### config.mk
export PLATFORM = sky130hd
export DESIGN_NAME = bnn_psum_binarizer
export DESIGN_NICKNAME = d
export VERILOG_FILES = /design/src/rtl/bnn_pkg.sv /design/src/rtl/bnn_sat_acc.sv /design/src/rtl/bnn_psum_binarizer.sv
export SDC_FILE = /design/constraint.sdc
export NUM_CORES = 1
export LEC_CHECK = 0
export CAP_MARGIN = 20
export CORE_ASPECT_RATIO = 1.2
export CORE_MARGIN = 3
export CORE_UTILIZATION = 40
export DETAILED_ROUTE_END_ITERATION = 10
export GPL_TIMING_DRIVEN = 0
export HOLD_SLACK_MARGIN = 0.1
export MAX_ROUTING_LAYER = met4
export PLACE_DENSITY_LB_ADDON = 0.2
export SLEW_MARGIN = 30
export SYNTH_ARGS = -nofsm -noshare
export SYNTH_HDL_FRONTEND = slang
export SYNTH_SLANG_ARGS = --single-unit
### constraint.sdc
create_clock -name clk -period 4.2 [get_ports clk]
set_clock_uncertainty 0.05 [all_clocks]
set_input_delay 1.05 -clock clk [delete_from_list [all_inputs] [get_ports clk]]
set_output_delay 1.05 -clock clk [all_outputs]
set_load 0.005 [all_outputs]
### src/rtl/bnn_pkg.sv
// rtl/bnn_pkg.sv - shared constants, FSM state type and saturating add for the BNN partial-sum back-end
package bnn_pkg;

    localparam int CH_DEF     = 8;
    localparam int PSUM_W_DEF = 7;
    localparam int BIAS_W_DEF = 8;
    localparam int ACC_W_DEF  = 11;
    localparam int DEPTH_DEF  = 8;
    localparam int OUT_CH_DEF = 4;
    localparam int POOL_N_DEF = 4;

    typedef enum logic {
        FILL  = 1'b0,
        DRAIN = 1'b1
    } state_t;

    // Adds two sign-extended operands and clamps the result to a signed w-bit range.
    function automatic logic signed [31:0] sat_add(input logic signed [31:0] a,
                                                   input logic signed [31:0] b,
                                                   input int w);
        logic signed [32:0] s;
        logic signed [32:0] hi;
        logic signed [32:0] lo;
        s  = 33'(a) + 33'(b);
        hi = (33'sd1 <<< (w - 1)) - 33'sd1;
        lo = -hi - 33'sd1;
        if (s > hi)
            return 32'(hi);
        else if (s < lo)
            return 32'(lo);
        else
            return 32'(s);
    endfunction

endpackage

### src/rtl/bnn_sat_acc.sv
// rtl/bnn_sat_acc.sv - one output channel: bias register, saturating accumulator and sign bit
module bnn_sat_acc
    import bnn_pkg::*;
#(
    parameter int PSUM_W = PSUM_W_DEF,
    parameter int BIAS_W = BIAS_W_DEF,
    parameter int ACC_W  = ACC_W_DEF
) (
    input  logic              clk,
    input  logic              rst,
    input  logic              bias_wr,
    input  logic [BIAS_W-1:0] bias_in,
    input  logic              acc_clr,
    input  logic              psum_valid,
    input  logic [PSUM_W-1:0] psum_in,
    output logic              bin
);

    logic signed [BIAS_W-1:0] bias;
    logic signed [ACC_W-1:0]  acc;

    always_ff @(posedge clk) begin
        if (rst)
            bias <= '0;
        else if (bias_wr)
            bias <= $signed(bias_in);
    end

    // A load from bias cannot overflow because ACC_W exceeds both operand widths.
    always_ff @(posedge clk) begin
        if (rst)
            acc <= '0;
        else if (acc_clr && psum_valid)
            acc <= ACC_W'(bias) + ACC_W'($signed(psum_in));
        else if (acc_clr)
            acc <= ACC_W'(bias);
        else if (psum_valid)
            acc <= ACC_W'(sat_add(32'(acc), 32'($signed(psum_in)), ACC_W));
    end

    assign bin = ~acc[ACC_W-1];

endmodule

### src/rtl/bnn_psum_binarizer.sv
// rtl/bnn_psum_binarizer.sv - per-channel accumulate, sign binarise, OR-pool, row buffer and transposed drain
module bnn_psum_binarizer
    import bnn_pkg::*;
#(
    parameter int CH     = CH_DEF,
    parameter int PSUM_W = PSUM_W_DEF,
    parameter int BIAS_W = BIAS_W_DEF,
    parameter int ACC_W  = ACC_W_DEF,
    parameter int DEPTH  = DEPTH_DEF,
    parameter int OUT_CH = OUT_CH_DEF,
    parameter int POOL_N = POOL_N_DEF
) (
    input  logic                    clk,
    input  logic                    rst,
    input  logic                    bias_wr,
    input  logic [CH*BIAS_W-1:0]    bias_in,
    input  logic                    acc_clr,
    input  logic                    psum_valid,
    input  logic [CH*PSUM_W-1:0]    psum_in,
    input  logic                    bin_wr,
    input  logic                    pool_en,
    output logic                    out_valid,
    input  logic                    out_ready,
    output logic [OUT_CH*DEPTH-1:0] out_data,
    output logic                    busy,
    output logic                    err_overflow
);

    localparam int NBEAT  = CH / OUT_CH;
    localparam int BEAT_W = (NBEAT > 1) ? $clog2(NBEAT) : 1;
    localparam int RC_W   = (DEPTH > 1) ? $clog2(DEPTH) : 1;
    localparam int PC_W   = $clog2(POOL_N);

    state_t                  state, state_nxt;
    logic [CH-1:0]           bin;
    logic [CH-1:0]           pool_reg;
    logic [PC_W-1:0]         pool_cnt;
    logic [CH-1:0]           rows     [DEPTH];
    logic [CH-1:0]           rows_nxt [DEPTH];
    logic [RC_W-1:0]         row_cnt;
    logic [BEAT_W-1:0]       beat;
    logic [BEAT_W:0]         sel_beat;
    logic [OUT_CH*DEPTH-1:0] beat_data;
    logic                    wr_ok, pool_last, push, fill_done, hs, last_beat;
    logic [CH-1:0]           push_row;

    for (genvar c = 0; c < CH; c++) begin : g_ch
        bnn_sat_acc #(
            .PSUM_W(PSUM_W),
            .BIAS_W(BIAS_W),
            .ACC_W (ACC_W)
        ) u_acc (
            .clk       (clk),
            .rst       (rst),
            .bias_wr   (bias_wr),
            .bias_in   (bias_in[c*BIAS_W +: BIAS_W]),
            .acc_clr   (acc_clr),
            .psum_valid(psum_valid),
            .psum_in   (psum_in[c*PSUM_W +: PSUM_W]),
            .bin       (bin[c])
        );
    end

    assign wr_ok     = bin_wr && (state == FILL);
    assign pool_last = (pool_cnt == PC_W'(POOL_N - 1));
    assign push      = wr_ok && (!pool_en || pool_last);
    assign push_row  = pool_en ? (pool_reg | bin) : bin;
    assign fill_done = push && (row_cnt == RC_W'(DEPTH - 1));
    assign hs        = (state == DRAIN) && out_ready;
    assign last_beat = (beat == BEAT_W'(NBEAT - 1));

    always_ff @(posedge clk) begin
        if (rst) begin
            pool_reg <= '0;
            pool_cnt <= '0;
        end else if (wr_ok) begin
            if (pool_en && !pool_last) begin
                pool_reg <= (pool_cnt == '0) ? bin : (pool_reg | bin);
                pool_cnt <= pool_cnt + 1'b1;
            end else begin
                pool_reg <= '0;
                pool_cnt <= '0;
            end
        end
    end

    always_comb begin
        rows_nxt = rows;
        if (push)
            rows_nxt[row_cnt] = push_row;
    end

    // While draining no push can happen, so rows_nxt equals rows and serves both cases.
    always_comb begin
        sel_beat  = (state == FILL) ? '0 : ({1'b0, beat} + 1'b1);
        beat_data = '0;
        for (int ch = 0; ch < CH; ch++)
            for (int r = 0; r < DEPTH; r++)
                if (ch / OUT_CH == int'(sel_beat))
                    beat_data[(ch % OUT_CH) * DEPTH + r] = rows_nxt[r][ch];
    end

    always_ff @(posedge clk) begin
        if (rst) begin
            for (int r = 0; r < DEPTH; r++)
                rows[r] <= '0;
            row_cnt      <= '0;
            beat         <= '0;
            out_data     <= '0;
            err_overflow <= 1'b0;
        end else begin
            rows <= rows_nxt;
            if (fill_done)
                row_cnt <= '0;
            else if (push)
                row_cnt <= row_cnt + 1'b1;
            if (fill_done)
                beat <= '0;
            else if (hs && !last_beat)
                beat <= beat + 1'b1;
            if (fill_done || (hs && !last_beat))
                out_data <= beat_data;
            if (bin_wr && (state == DRAIN))
                err_overflow <= 1'b1;
        end
    end

    always_ff @(posedge clk) begin
        if (rst)
            state <= FILL;
        else
            state <= state_nxt;
    end

    always_comb begin
        state_nxt = state;
        case (state)
            FILL:    if (fill_done) state_nxt = DRAIN;
            DRAIN:   if (hs && last_beat) state_nxt = FILL;
            default: state_nxt = FILL;
        endcase
    end

    always_comb begin
        busy      = 1'b0;
        out_valid = 1'b0;
        if (state == DRAIN) begin
            busy      = 1'b1;
            out_valid = 1'b1;
        end
    end

endmodule

==> metrics.txt <==
status complete, no violations; clock-pin slew on the worst setup and hold paths 0.06 ns; #FFs+latches synth 264; post-synthesis net count 2408; detailed placer's ending HPWL 44200 µm; postcts setup bufs 0; max FFs per register 88; gr usage total 0.261; CTS root buffer clkbuf_16; pin count of the biggest net entering global routing 14; post-synthesis sequential area ratio 0.307; GRT overflow 0; leading post-synthesis cells by cell area dfxtp_1 31%, ha_1 11%, nor2_1 8.1%; DP Cell Count 2813; largest registers g_ch.u_acc.acc (88), g_ch.u_acc.bias (64), rows (64); met1 Usage GRT 0.324; Peak VDD IR 0.336 mV; input/output buffers 159; WL final 60200 µm; Final ANT Viol Nets 0; Synth cell types 102; Initial Utilization 0.408; Ports 163; chip height 233 µm; final setup fails 0; Most flops, register g_ch.u_acc.acc; WL/cell 20.9 µm; Die W 195 µm; Final nets 2603; share of cells above drive strength 1 0.0507; Post-Syn Area 17200 µm²; CTS resizes 0; leakage 0.00848 µW; Avg Inst Size Synth 8.16 µm²; post-route clock period utilization 0.926; GR Util met2 0.442; Slew Viols, Final 0; WHS Path Cells 2; vias in the first global route 16100; Area growth syn-to-layout 19.9%; main flop type after synthesis dfxtp_1; # DRC 0; post-synth top area cell dfxtp_1; top cells by instance count after synthesis 372 x nor2_1, 264 x dfxtp_1, 185 x o21ai_0; first-pass GRT wire length 91200 µm; worst hold-check path type register to register; fmax 257 MHz; total number of yosys warnings 0; met3 Use GR 0.0385; Clock Tree Buf Depth 3; critical path class input pin to register; H-tree lvl count 2; Hold Violations, Final 0; CP Capture Type register; Most Used Layer, Global Route met2; vias 16500; pwr dens 391 nW/µm²; RSZ-0062 raised after global routing false; Post-synth EDFFs 0; die area 45600 µm²; reg2reg path depth 10; most common cell in the netlist nor2_1; CTS Hold Bufs 0; asr flop ratio synth 0; DR pass1 iterations 5; Max-Cap Viols 0; Power, Total 8060 µW; Required @ worst endpoint 4.59 ns; core footprint 42200 µm²; total clock sinks 264; CTS Buf Count 34; Post-Synthesis Cells 2108; CTS tree built; Worst-Margin Slew 1.08 ns; Placer Congestion 0.929; non-filler instance count after layout 2873; post-layout min period 3.89 ns; Critical Path AT 4.28 ns; clk_lat worst skew 0.56 ns; DRT iter0 DRCs 1178; critical-path maximum fanout 5; initial antenna violation count 2; Synth top area share 0.307; drt via density 5.74; Placement Rows 82; Startpoint Class input pin; Worst slew margin 0.277
==> path summary, 6_finish.rpt <==
path	startpoint	slack, ns	to
worst max-delay path	psum_in[0]	0.31	g_ch[0].u_acc.acc[8]
worst min-delay path	rows[55]	0.43	rows[55]
worst max register to register	g_ch[0].u_acc.acc[0]	1.06	g_ch[0].u_acc.acc[8]
worst min register to register	rows[55]	0.43	rows[55]
==> placed cells by master (no fill, tap or decap), types with 15 or more instances in the layout <==
master           synthesis  routed
o22ai_1                 18      18
xnor2_1                 48      48
inv_1                   71      71
nand3_1                 16      16
fa_1                    16      16
a31oi_1                 15      15
dfxtp_1                264     264
a21oi_1                160     160
nor2b_1                 30      30
clkbuf_16                0      34
o21ai_0                185     185
nor2_1                 372     372
nand2b_1                27      27
nand2_1                119     119
a211oi_1                41      41
mux2i_1                 74      74
o21a_1                  35      35
a21o_1                  41      41
ha_1                   156     156
nor3_1                  44      44
o221ai_1                40      40
clkbuf_1                83      85
clkdlybuf4s50_1          0     159
xor2_1                  38      38
==> critical path, stage by stage <==
cell,delay (ns)
clkdlybuf4s50_1,0.54
ha_1,0.19
inv_1,0.06
fa_1,0.41
nand4b_1,0.20
a31oi_1,0.22
o21ai_0,0.18
a311oi_1,0.61
o21ai_0,0.30
a21o_1,0.27
o221a_2,0.25
==> routing by layer <==
layer | wire (µm) | vias to the layer above
li1 | - | 8025
met5 | 0 | -
met2 | 28900 | 475
met3 | 3350 | 103
met1 | 26100 | 7902
met4 | 1770 | 0
==> cells by family after synthesis <==
logic type,Yosys count,synth area share
multiplexers,80,0.0476
buffers and inverters,171,0.0382
AO/OA/AOI/OAI,664,0.257
adder cells (fa/ha/maj),176,0.134
XOR/XNOR,86,0.0438
AND/OR/NAND/NOR,667,0.172
flip-flops,264,0.307
==> final cells by class <==
cell class | count | area (µm²)
well taps | 546 | 683
clock buffers | 49 | 977
plain buffers | 98 | 393
multi-input cells | 1673 | 11300
diodes | 1 | 2.50
clock inverters | 10 | 151
fillers | 4084 | 21500
repair buffers | 159 | 1590
flip-flops and latches | 264 | 5290
inverters | 73 | 274
==> where the power goes <==
group	internal [µW]	switching [µW]
Clock	1760	1230
Combinational	965	1320
Sequential	2670	120
==> stage by stage <==
step | setup TNS [ns] | setup WS, ns | hold WS, ns | instance area [µm²] | util
finish | 0 | 0.311 | 0.427 | 20600 | 0.489
global route | 0 | 0.133 | 0.450 | 20600 | 0.489
CTS | 0 | 0.349 | 0.430 | 20600 | 0.489
detailed placement | -2.67 | -0.230 | 0.413 | 19500 | 0.462
global placement | -9.21 | -0.397 | 0.405 | 19500 | 0.462
floorplan | 0 | 0.823 | 0.396 | 17200 | -
Note: power is estimated with default switching activity, not from simulation.
